`config.mk`:
```
export PLATFORM = sky130hd
export DESIGN_NAME = cnt_mod_n
export DESIGN_NICKNAME = d
export VERILOG_FILES = /design/src/rtl/cnt_mod_n.sv
export SDC_FILE = /design/constraint.sdc
export NUM_CORES = 1
export LEC_CHECK = 0
export ABC_AREA = 1
export CAP_MARGIN = 10
export CORE_MARGIN = 1
export CORE_UTILIZATION = 50
export CTS_CLUSTER_DIAMETER = 40
export CTS_CLUSTER_SIZE = 14
export DETAILED_ROUTE_END_ITERATION = 10
export DONT_BUFFER_PORTS = 1
export SYNTH_ARGS = -nofsm -noshare
export SYNTH_HDL_FRONTEND = slang
export SYNTH_SLANG_ARGS = --single-unit
export TNS_END_PERCENT = 1
```
`constraint.sdc`:
```
create_clock -name Clk -period 4.35 [get_ports Clk]
set_clock_uncertainty 0.1 [all_clocks]
set_input_delay 0.2175 -clock Clk [delete_from_list [all_inputs] [get_ports Clk]]
set_output_delay 0.2175 -clock Clk [all_outputs]
set_load 0.02 [all_outputs]
```
`src/rtl/cnt_mod_n.sv`:
```
// Purpose : modulo-MODULUS counter built from DIGITS cascaded 4-bit stages (hex or BCD coded),
//           with enable, up/down, range-checked parallel load, carry and wrap/error pulses.
// Latency : Q, WRAP, ERR update one Clk edge after the inputs; C is combinational (zero latency).
// Backpr. : none; EN qualifies counting, and C feeds the EN of a following instance.
// Ports   : Clk, MR (async active-high reset), EN, UP, LD, D[4*DIGITS-1:0]  -> inputs
//           Q[4*DIGITS-1:0] count, C terminal/carry, WRAP wrap pulse, ERR bad-load pulse -> outputs
module cnt_mod_n #(
   parameter int DIGITS  = 2,
   parameter int MODULUS = 121,
   parameter bit BCD     = 1'b0
) (
   input  logic                  Clk,
   input  logic                  MR,
   input  logic                  EN,
   input  logic                  UP,
   input  logic                  LD,
   input  logic [4*DIGITS-1:0]   D,
   output logic [4*DIGITS-1:0]   Q,
   output logic                  C,
   output logic                  WRAP,
   output logic                  ERR
);

   localparam int         W    = 4 * DIGITS;
   localparam logic [3:0] DMAX = BCD ? 4'd9 : 4'd15;

   function automatic longint pow_l(input int b, input int n);
      longint r;
      r = 1;
      for (int i = 0; i < n; i++) r = r * b;
      return r;
   endfunction

   // Encode an integer into the digit coding used on Q/D.
   function automatic logic [W-1:0] enc(input int v);
      logic [W-1:0] r;
      int           rem;
      int           base;
      r    = '0;
      rem  = v;
      base = BCD ? 10 : 16;
      for (int i = 0; i < DIGITS; i++) begin
         r[4*i +: 4] = 4'(rem % base);
         rem         = rem / base;
      end
      return r;
   endfunction

   localparam logic [W-1:0] TERM = enc(MODULUS - 1);

   generate
      if (MODULUS < 2) begin : g_chk_min
         $error("cnt_mod_n: MODULUS must be at least 2");
      end
      if (longint'(MODULUS) > pow_l(BCD ? 10 : 16, DIGITS)) begin : g_chk_max
         $error("cnt_mod_n: MODULUS does not fit in DIGITS digit stages");
      end
   endgenerate

   logic [W-1:0]      q_q, q_d;
   logic              wrap_q, wrap_d;
   logic              err_q, err_d;
   logic [W-1:0]      inc_val, dec_val;
   logic [DIGITS-1:0] cy, bw, dig_ok;
   logic              at_top, at_zero, d_valid;

   assign cy[0] = 1'b1;
   assign bw[0] = 1'b1;

   // Per-digit step logic: a digit moves only when every lower digit is at its
   // rollover value (DMAX going up, 0 going down).
   for (genvar i = 0; i < DIGITS; i++) begin : g_dig
      logic [3:0] dig;
      assign dig = q_q[4*i +: 4];
      assign inc_val[4*i +: 4] = cy[i] ? ((dig == DMAX) ? 4'd0 : dig + 4'd1) : dig;
      assign dec_val[4*i +: 4] = bw[i] ? ((dig == 4'd0) ? DMAX : dig - 4'd1) : dig;
      assign dig_ok[i]         = !BCD || (D[4*i +: 4] <= 4'd9);
      if (i < DIGITS - 1) begin : g_chain
         assign cy[i+1] = cy[i] & (dig == DMAX);
         assign bw[i+1] = bw[i] & (dig == 4'd0);
      end
   end

   assign at_top  = (q_q == TERM);
   assign at_zero = (q_q == '0);
   // With every digit legal, packed-vector order matches numeric order in both
   // codings, so a plain compare against the top value is a range check.
   assign d_valid = (&dig_ok) && (D <= TERM);

   always_comb begin
      q_d    = q_q;
      wrap_d = 1'b0;
      err_d  = 1'b0;
      if (LD) begin
         if (d_valid) begin
            q_d = D;
         end else begin
            q_d   = '0;
            err_d = 1'b1;
         end
      end else if (EN) begin
         if (UP) begin
            if (at_top) begin
               q_d    = '0;
               wrap_d = 1'b1;
            end else begin
               q_d = inc_val;
            end
         end else begin
            if (at_zero) begin
               q_d    = TERM;
               wrap_d = 1'b1;
            end else begin
               q_d = dec_val;
            end
         end
      end
   end

   always_ff @(posedge Clk or posedge MR) begin
      if (MR) begin
         q_q    <= '0;
         wrap_q <= 1'b0;
         err_q  <= 1'b0;
      end else begin
         q_q    <= q_d;
         wrap_q <= wrap_d;
         err_q  <= err_d;
      end
   end

   assign Q    = q_q;
   assign WRAP = wrap_q;
   assign ERR  = err_q;
   assign C    = EN & (UP ? at_top : at_zero);

endmodule

```
# Yosys cells after proc, flatten, opt, wreduce, memory -nomap -nowiden

Cells that the tools add are included.

Bitwise gates (word level): 1
Shifts and indexed selects: 0
Div/mod/pow operators: 0
Multiply operators: 0
$lt $le $gt $ge: 1
Add/sub/neg operators: 4
Reduce and logical (&&, ||, !) cells: 6
Mux-type cells: 20
Eq/ne operators: 4

Operators with widths:

| kind                                                                              | number |
|---|---|
| 8-bit 2-to-1 mux                                                                  | 6 |
| 4-bit 2-to-1 mux                                                                  | 6 |
| 4-bit by 1-bit adder with 4-bit output (second input constant)                    | 2 |
| 4-bit equality test (second input constant)                                       | 2 |
| 8-bit by 7-bit equality test with 1-bit output (second input constant)            | 1 |
| 8-bit by 7-bit less-or-equal comparator with 1-bit output (second input constant) | 1 |
| 4-bit zero test                                                                   | 2 |
| 8-bit zero test                                                                   | 1 |
| 1-bit 2-to-1 mux                                                                  | 8 |
| 4-bit by 1-bit subtractor with 4-bit output (second input constant)               | 2 |
| 4-bit by 1-bit != test with 1-bit output (second input constant)                  | 1 |
| 4-bit nonzero test                                                                | 1 |
| 3-bit AND reduction                                                               | 1 |
| 2-bit nonzero test                                                                | 1 |
| 1-bit AND                                                                         | 1 |

Bits in read-only memories: 0
Latch bits: 0
RAM bits: 0
Memories kept: 0
Register bits after elaboration: 10
Input port bits: 13

# Depth between registers and ports, before layout

Gate-level depths: netlist of the first run.

Depth after elaboration: 7
Depth in mapped cells: 11
Mapped depth without buffers: 11

# Worst setup path after synthesis of the first run

OpenSTA, ideal clock, no wires.

Path type: register to output
Start point: reg q_q[0] (netlist: Q[0])
End point: out C
Buffers on the path: 0
Data arrival time: 1.632 ns
Path slack: 2.400 ns
Data required time: 4.033 ns
Stages on the path, launching flop included: 9
Path through: dfrtp_1 -> inv_1 -> ha_1 -> nand2_4 -> nor2_4 -> nand2_4 -> nand2_2 -> inv_2 -> nor3_1

Longest elaborated chain between the ends: 3
Elaborated cells between the ends (all ways): 4
Those cells by class: eq/ne (1); mux (1); bitwise (1); reduce/logical (1)

Ends and longest elaborated chain:

| item                                                                                     | line   | source |
|---|---|---|
| from (decl)                                                                              | 60     | `logic [W-1:0] q_q, q_d;` |
| from (signal assigned)                                                                   | 126    | `q_q <= q_d;` |
| 8-bit by 7-bit equality test with 1-bit output / 8-bit zero test (equally long branches) | 84, 85 |  |
| 1-bit 2-to-1 mux (*)                                                                     | 135    | `assign C = EN & (UP ? at_top : at_zero);` |
| 1-bit AND (*)                                                                            | 135    |  |
| to (decl)                                                                                | 19     | `output logic C,` |

Every way passes the cells marked *; elsewhere a longest branch is shown, timed or not.

# Final worst setup path of the first run

Same ends and word-level chain as after synthesis.

==> results of run 1 <==
## registers in the layout (all words and copies together) (netlist names)
name / flops
Q: 8
ERR: 1
WRAP: 1
## through the flow
stage / setup slack, ps / util, %
4_1_cts: 1990 / 58.5
3_3_place_gp: 2330 / 55.3
3_5_place_dp: 2280 / 55.3
2_1_floorplan: 2400 / -
5_1_grt: 1890 / 59.0
6_report: 2000 / 59.0
## per-layer routing
layer | vias to the layer above | part of all wire (%)
li1 | 480 | -
met1 | 421 | 48
met2 | 36 | 44
met3 | 5 | 5.9
met4 | 0 | 1.5
met5 | - | 0
## layout make-up
class | count | area, sq um | area share (%)
inverter | 21 | 78.8 | 7.49
timing repair buffer | 3 | 30.0 | 2.85
clock buffer | 4 | 36.3 | 3.45
multi-input combinational | 110 | 626 | 59.5
sequential | 10 | 250 | 23.8
tap | 25 | 31.3 | 2.97
## how the worst min path moves through the flow
stage | to | from
after floorplan | ERR$_DFF_PP0_ | MR
after global placement | ERR$_DFF_PP0_ | MR
after detailed placement | Q[5]$_DFFE_PP0P_ | MR
after CTS | Q[7]$_DFFE_PP0P_ | LD
after global routing | Q[0]$_DFFE_PP0P_ | D[0]
final | Q[4]$_DFFE_PP0P_ | LD
## synth_stat cells (all sizes together)
cell    instances  share of area (%)
a21oi           2                1.4
nor3            1               0.51
o21ai          15                8.1
nand3          20                 12
xor2            1               0.90
ha              4                5.1
nor2           12                6.7
nor4            1                1.3
o211ai          2                1.5
inv            21                8.1
nand3b          3                2.3
nand4           3                1.9
or2             1               0.64
xnor2           2                1.8
buf             2                2.3
dfrtp          10                 26
nand2          43                 20
## worst max-delay path, stage by stage (launching register included)
cell and delay [ps]:
dfrtp_1 500, inv_1 130, ha_1 240, nand2_4 90, nor2_4 110, nand2_4 70
nand2_2 90, inv_2 50, nor3_1 490
## where the power goes
part	switching, mW	total (mW)	internal, mW
clock network	0.0312	0.0820	0.0508
logic	0.0893	0.144	0.0546
registers	0.0372	0.143	0.106
## logic make-up (layout without fill, tap and decap cells)
group           Yosys count  in the layout
fa+ha+maj                 4              4
xor+xnor                  3              3
compound gates           19             19
flops                    10             10
simple gates             84             84
buf+inv                  23             28
## cell usage in the layout (no fill, tap or decap), types with 2 or more instances in the layout
master         Yosys  routed
nor2_2             2       2
clkbuf_4           0       3
nor2_4             2       2
ha_1               4       4
xnor2_1            2       2
o21ai_0            9       9
o211ai_1           2       2
nand3b_1           3       3
nand3_1           18      18
nor2_1             8       8
nand2_4            4       4
nand2_1           38      38
dfrtp_1           10      10
inv_1             17      17
nand4_1            3       3
dlygate4sd3_1      0       3
inv_2              4       4
o21ai_1            5       5
==> key figures, run 1 <==
CTS
  • CTS tree: yes
  • Post-CTS Setup Bufs: 0
  • CTS sink cnt: 10
  • Clk slew on worst S/H paths: 60 ps
  • Skew-Pair Late Insertion Delay: 260 ps
  • Htree depth: 1
  • Root Driver: clkbuf_4
  • Cts bufs inserted: 3
  • # hold bufs at CTS: 2
  • Clock buffer depth: 2
  • # resized after CTS: 0

STA
  • Final hold vios: 0
  • Worst hold margin: 25.4 ps
  • Setup TNS: 0 ps
  • Slew margin rel.: 57.5%
  • Unrepaired setup endpoints after global routing: no
  • Worst slew pin tran: 633 ps
  • Final setup viols: 0
  • Fin crit share: 54.1%
  • Slew Viols, Final: 0
  • Highest Clock Rate: 425 MHz
  • Post-layout min period: 2350 ps

Synthesis
  • Post-synthesis mux area share: 0%
  • Adder-Cell Fraction of Synth Area: 5.12%
  • Syn avg cell area: 6.83 sq um
  • Flops & latches, synth: 10
  • Netlist cell types: 27
  • Sequential-to-total area share from yosys stat: 25.6%
  • Synthesized netlist cell count: 143
  • Warnings from Yosys: 0
  • Mapped Nets: 160
  • Post-Synth Simple-Gate Area: 45.2%
  • Main combinational cell family by area after synthesis: simple AND/OR/NAND/NOR gates
  • Synth Area in XOR/XNOR: 2.69%
  • Post-synthesis compound-gate area fraction: 11.0%
  • Synthesized cell area: 977 sq um

Power
  • P_leak: 0.537 nW
  • Pwr per Cell Area: 351 nW/um^2
  • Total power: 0.369 mW
  • Worst vdd ir: 0.225 mV

Worst setup path
  • R2R depth: 11
  • Max Fanout on Critical Path: 6
  • CP Launch Point: Q[0]$_DFFE_PP0P_
  • CP endpoint kind: output port
  • Critical path arrival: 2040 ps
  • R2R setup slack: 2610 ps
  • Crit path kind: reg -> out
  • Worst reg2reg path endpoint: Q[1]$_DFFE_PP0P_
  • Worst R2R Start: Q[0]$_DFFE_PP0P_
  • Worst path required time: 4030 ps
  • Crit path to: C
  • Startpoint types: flip-flop

Place
  • I/O Buffers: 0
  • DP HPWL: 1730 um
  • Gp weighted congestion: 0.856
  • Placed Area: 986 sq um
  • Placed Cells incl. Taps: 166

Die
  • Initial core utilization: 54.8%
  • Die W: 46.2 um
  • I/O Pins: 24
  • Core area: 1780 sq um
  • Die area: 2140 sq um
  • Row Count: 15
  • Die height: 46.2 um

Global route
  • Vias in the first global route: 792
  • Grt ovf: 0
  • Total GRT Usage: 22.6%
  • Largest net degree at the start of global routing: 14
  • Initial antenna violation count: 0
  • Met2 Use GR: 34.9%
  • Met3 Use GR: 1.96%
  • First-pass GRT wire length: 3400 um
  • Grt peak-use layer: met2
  • Met1 global-route usage: 32.4%

Finish
  • FILL cells: 177
  • Layout cell share with drive strength beyond 1: 14.9%
  • Layout area overhead: 7.68%
  • N_diodes: 0
  • Cell Count, Final, Fillers Out: 173
  • Fin area: 1050 sq um
  • Fin nets: 166

Routing
  • Initial DRC count: 41
  • Via density: 5.45
  • Wirelength per Cell: 12.3 um
  • Pre-antenna DRT Iters: 5
  • ANT nets after route: 0
  • Total Wirelength: 2130 um
  • Vias: 942
  • DRC errors left: 0

Min path
  • Hold crit path type: in -> reg
  • Worst hold stages: 2

Run
  • Max-cap check violation count: 0

Outcome
  • Outcome: finished, final reports clean
No activity file was read; power rests on OpenSTA's default activity.
==> inputs of run 2 (changes only) <==
ABC_AREA = 0   (was 1)
PLACE_DENSITY = 0.68   (was default)
clock period = 2.1 ns   (was 4.35 ns; I/O delays follow)
==> run 2 against run 1 <==
  * Register-to-register slack worse by 2500 ps
  * Worst hold slack got worse by 14 ps
  * Global-route usage up 6.0 points
  * Setup slack worse by 1900 ps
  * Critical path depth fell by 1
  * Power is 110% higher
  * Sequential cell count did not move
  * Count of clock-buffer cells in the layout unchanged
  * Largest cell class unchanged
  * Design area is 6.1% higher
  * First-iteration DRC count is the same
==> key figures, run 2 <==
Synthesis
  • Count leader, synth: nor2_1 (was nand2_1)
  • Cell taking the most area after synthesis: dfrtp_1 (unchanged)
  • Mapped Nets: 127 (was 160)
  • Syn avg cell area: 8.14 sq um (was 6.83 sq um)
  • Synthesized netlist cell count: 110 (was 143)
  • Warnings from Yosys: 0 (unchanged)
  • Netlist cell types: 42 (was 27)
  • Top post-synthesis cells by area: dfrtp_1 (28%), a21oi_1 (6.1%), ha_1 (5.6%) (was dfrtp_1 (26%), nand2_1 (15%), nand3_1 (9.2%))
  • Synth async-reset ratio: 100% (unchanged)
  • Synthesized cell area: 896 sq um (was 977 sq um)
  • Yosys top cell area share: 27.9% (was 25.6%)
  • Flops & latches, synth: 10 (unchanged)
  • Predominant post-synthesis flop cell: dfrtp_1 (unchanged)
  • Commonest cells post-synth: nor2_1 (12), a21oi_1 (11), dfrtp_1 (10), inv_1 (7), nand2_1 (7) (was nand2_1 (38), nand3_1 (18), inv_1 (17), dfrtp_1 (10), o21ai_0 (9))
  • Sequential-to-total area share from yosys stat: 27.9% (was 25.6%)
  • Number of flops mapped to enable cells by yosys: 0 (unchanged)

Power
  • Worst vdd ir: 0.605 mV (was 0.225 mV)
  • P_leak: 0.478 nW (was 0.537 nW)
  • Pwr per Cell Area: 689 nW/um^2 (was 351 nW/um^2)

Finish
  • Layout area overhead: 24.6% (was 7.68%)
  • N_diodes: 0 (unchanged)
  • Layout cell share with drive strength beyond 1: 15.0% (was 14.9%)
  • FILL cells: 140 (was 177)
  • Sequential cell area: 251 sq um (was 250 sq um)
  • Multi-input logic area: 599 sq um (was 626 sq um)
  • Utilization after layout: 70.0% (was 59.0%)
  • Fin nets: 145 (was 166)
  • Largest register FFs: 8 (unchanged)
  • Commonest cells after routing, fill and taps aside: nor2_1 (12), dlygate4sd3_1 (12), a21oi_1 (11), dfrtp_1 (9) (was nand2_1 (38), nand3_1 (18), inv_1 (17), dfrtp_1 (10), o21ai_0 (9))

Place
  • Gp weighted congestion: 0.810 (was 0.856)
  • I/O Buffers: 0 (unchanged)
  • Worst slack, placed: 158 ps (was 2280 ps)
  • DP HPWL: 1660 um (was 1730 um)

Global route
  • Largest net degree at the start of global routing: 17 (was 14)
  • Initial antenna violation count: 0 (unchanged)
  • Grt ovf: 0 (unchanged)
  • First-pass GRT wire length: 3970 um (was 3400 um)
  • Vias in the first global route: 877 (was 792)
  • Total GRT Usage: 28.6% (was 22.6%)

CTS
  • CTS tree: yes (unchanged)
  • Skew-Pair Late Insertion Delay: 280 ps (was 260 ps)
  • Htree depth: 1 (unchanged)
  • Clock buffer depth: 2 (unchanged)
  • CTS sink cnt: 10 (unchanged)
  • Clk slew on worst S/H paths: 80 ps (was 60 ps)
  • Cts bufs inserted: 3 (unchanged)
  • Root Driver: clkbuf_4 (unchanged)

Die
  • Die height: 44.3 um (was 46.2 um)
  • Initial core utilization: 56.2% (was 54.8%)
  • I/O Pins: 24 (unchanged)
  • Row Count: 14 (was 15)
  • Die W: 44.3 um (was 46.2 um)
  • Die area: 1970 sq um (was 2140 sq um)
  • Core area: 1590 sq um (was 1780 sq um)

Routing
  • DRC errors left: 0 (unchanged)
  • Pre-antenna DRT Iters: 4 (was 5)
  • Total Wirelength: 2570 um (was 2130 um)
  • Wirelength per Cell: 17.0 um (was 12.3 um)
  • Vias: 954 (was 942)
  • Via density: 6.32 (was 5.45)
  • Initial DRC count: 41 (unchanged)
  • ANT nets after route: 0 (unchanged)

STA
  • Fin crit share: 97.0%
  • Post-layout min period: 2040 ps
  • Post-route worst setup slack: 62.2 ps (was 2000 ps)
  • Final setup viols: 0 (unchanged)
  • Final hold vios: 0 (unchanged)
  • Slew margin rel.: 71.3% (was 57.5%)
  • Highest Clock Rate: 491 MHz
  • Slew Viols, Final: 0 (unchanged)
  • Worst slew pin tran: 431 ps (was 633 ps)

Min path
  • Hold crit path type: in -> reg (unchanged)

Run
  • Max-cap check violation count: 0 (unchanged)

Outcome
  • Outcome: finished, final reports clean (unchanged)

Worst setup path
  • Critical path arrival: 1830 ps (was 2040 ps)
  • Worst path required time: 1890 ps (was 4030 ps)
  • Max Fanout on Critical Path: 6 (unchanged)
  • Startpoint types: flip-flop (unchanged)
  • CP endpoint kind: output port (unchanged)
  • Crit path kind: reg -> out (unchanged)
run 2: changes by cell type after synthesis, sizes merged, moves of 3 or more:
cell | before | now
buf | 2 | 5
nor2b | 0 | 5
nand3 | 20 | 5
a21oi | 2 | 11
nand2 | 43 | 7
o21ai | 15 | 6
inv | 21 | 7
nand3b | 3 | 0
run 2: through the flow:
| stage | cells | TNS [ps] | power (mW) | hold WS [ps] | instance area (sq um) |
|---|---|---|---|---|---|
| floorplan | 110 | 0 | 0.492 | -155 | 896 |
| global placement | 134 | 0 | 0.542 | -101 | 933 |
| detailed placement | 134 | 0 | 0.544 | -96.8 | 933 |
| CTS | 150 | 0 | 0.747 | 17.7 | 1090 |
| global route | 151 | -9.44 | 0.811 | 30.1 | 1120 |
| finish | 151 | 0 | 0.769 | 10.9 | 1120 |
run 2: critical path: stages (launching register included):
cell and delay (ps):
dfrtp_1 390, inv_1 160, ha_4 180, nor4b_4 260, and3_4 230, nor2_1 40
nor2_1 130, buf_4 170
run 2: worst paths after layout:
path	from	endpoint	slack, ps	depth (start not counted)
max	Q[0]$_DFFE_PP0P_	C	60	7
min	UP	Q[7]$_DFFE_PP0P_	10	3
max reg2reg	Q[0]$_DFFE_PP0P_	Q[7]$_DFFE_PP0P_	140	8
min reg2reg	Q[6]$_DFFE_PP0P_	Q[6]$_DFFE_PP0P_	600	2
max in group asynchronous	MR	Q[3]$_DFFE_PP0P_	1440	2
min in group asynchronous	MR	Q[5]$_DFFE_PP0P_	150	2
run 2: timing repair:
| action | CTS | global route |
|---|---|---|
| setup endpoints to repair | 0 | 2 |
| hold endpoints to repair | 20 | 0 |
| setup buffers | 0 | 1 |
| hold buffers | 12 | 0 |
| resized for setup | 0 | 4 |
run 2: layer usage:
layer | wire length (um) | global-route usage (%) | up-vias
met5 | 0 | 0 | -
met4 | 99 | 18.2 | 0
met3 | 204 | 7.35 | 11
met2 | 1250 | 44.4 | 55
met1 | 1020 | 35.1 | 450
li1 | - | - | 438
run 2: cell type report:
class	count	share of cell area (%)
Multi-Input combinational cell	87	53.7
Sequential cell	10	22.5
Clock buffer	4	3.25
Tap cell	24	2.69
Inverter	7	2.35
Timing Repair Buffer	19	15.5
run 2: logic make-up (layout without fill, tap and decap cells):
group,count (synthesis),after routing,synth area share (%)
and+or+nand+nor,46,46,30.4
AOI/OAI and AO/OA,33,33,24.7
buffers and inverters,13,30,7.12
DFF,10,10,27.9
adders and majority gates,4,4,5.59
xor gates and xnor gates,2,2,1.96
muxes,2,2,2.23
run 2: power breakdown:
group          internal, mW  switching (mW)  total [mW]
Clock                 0.106          0.0798       0.185
Combinational         0.141           0.162       0.303
Sequential            0.217          0.0636       0.280
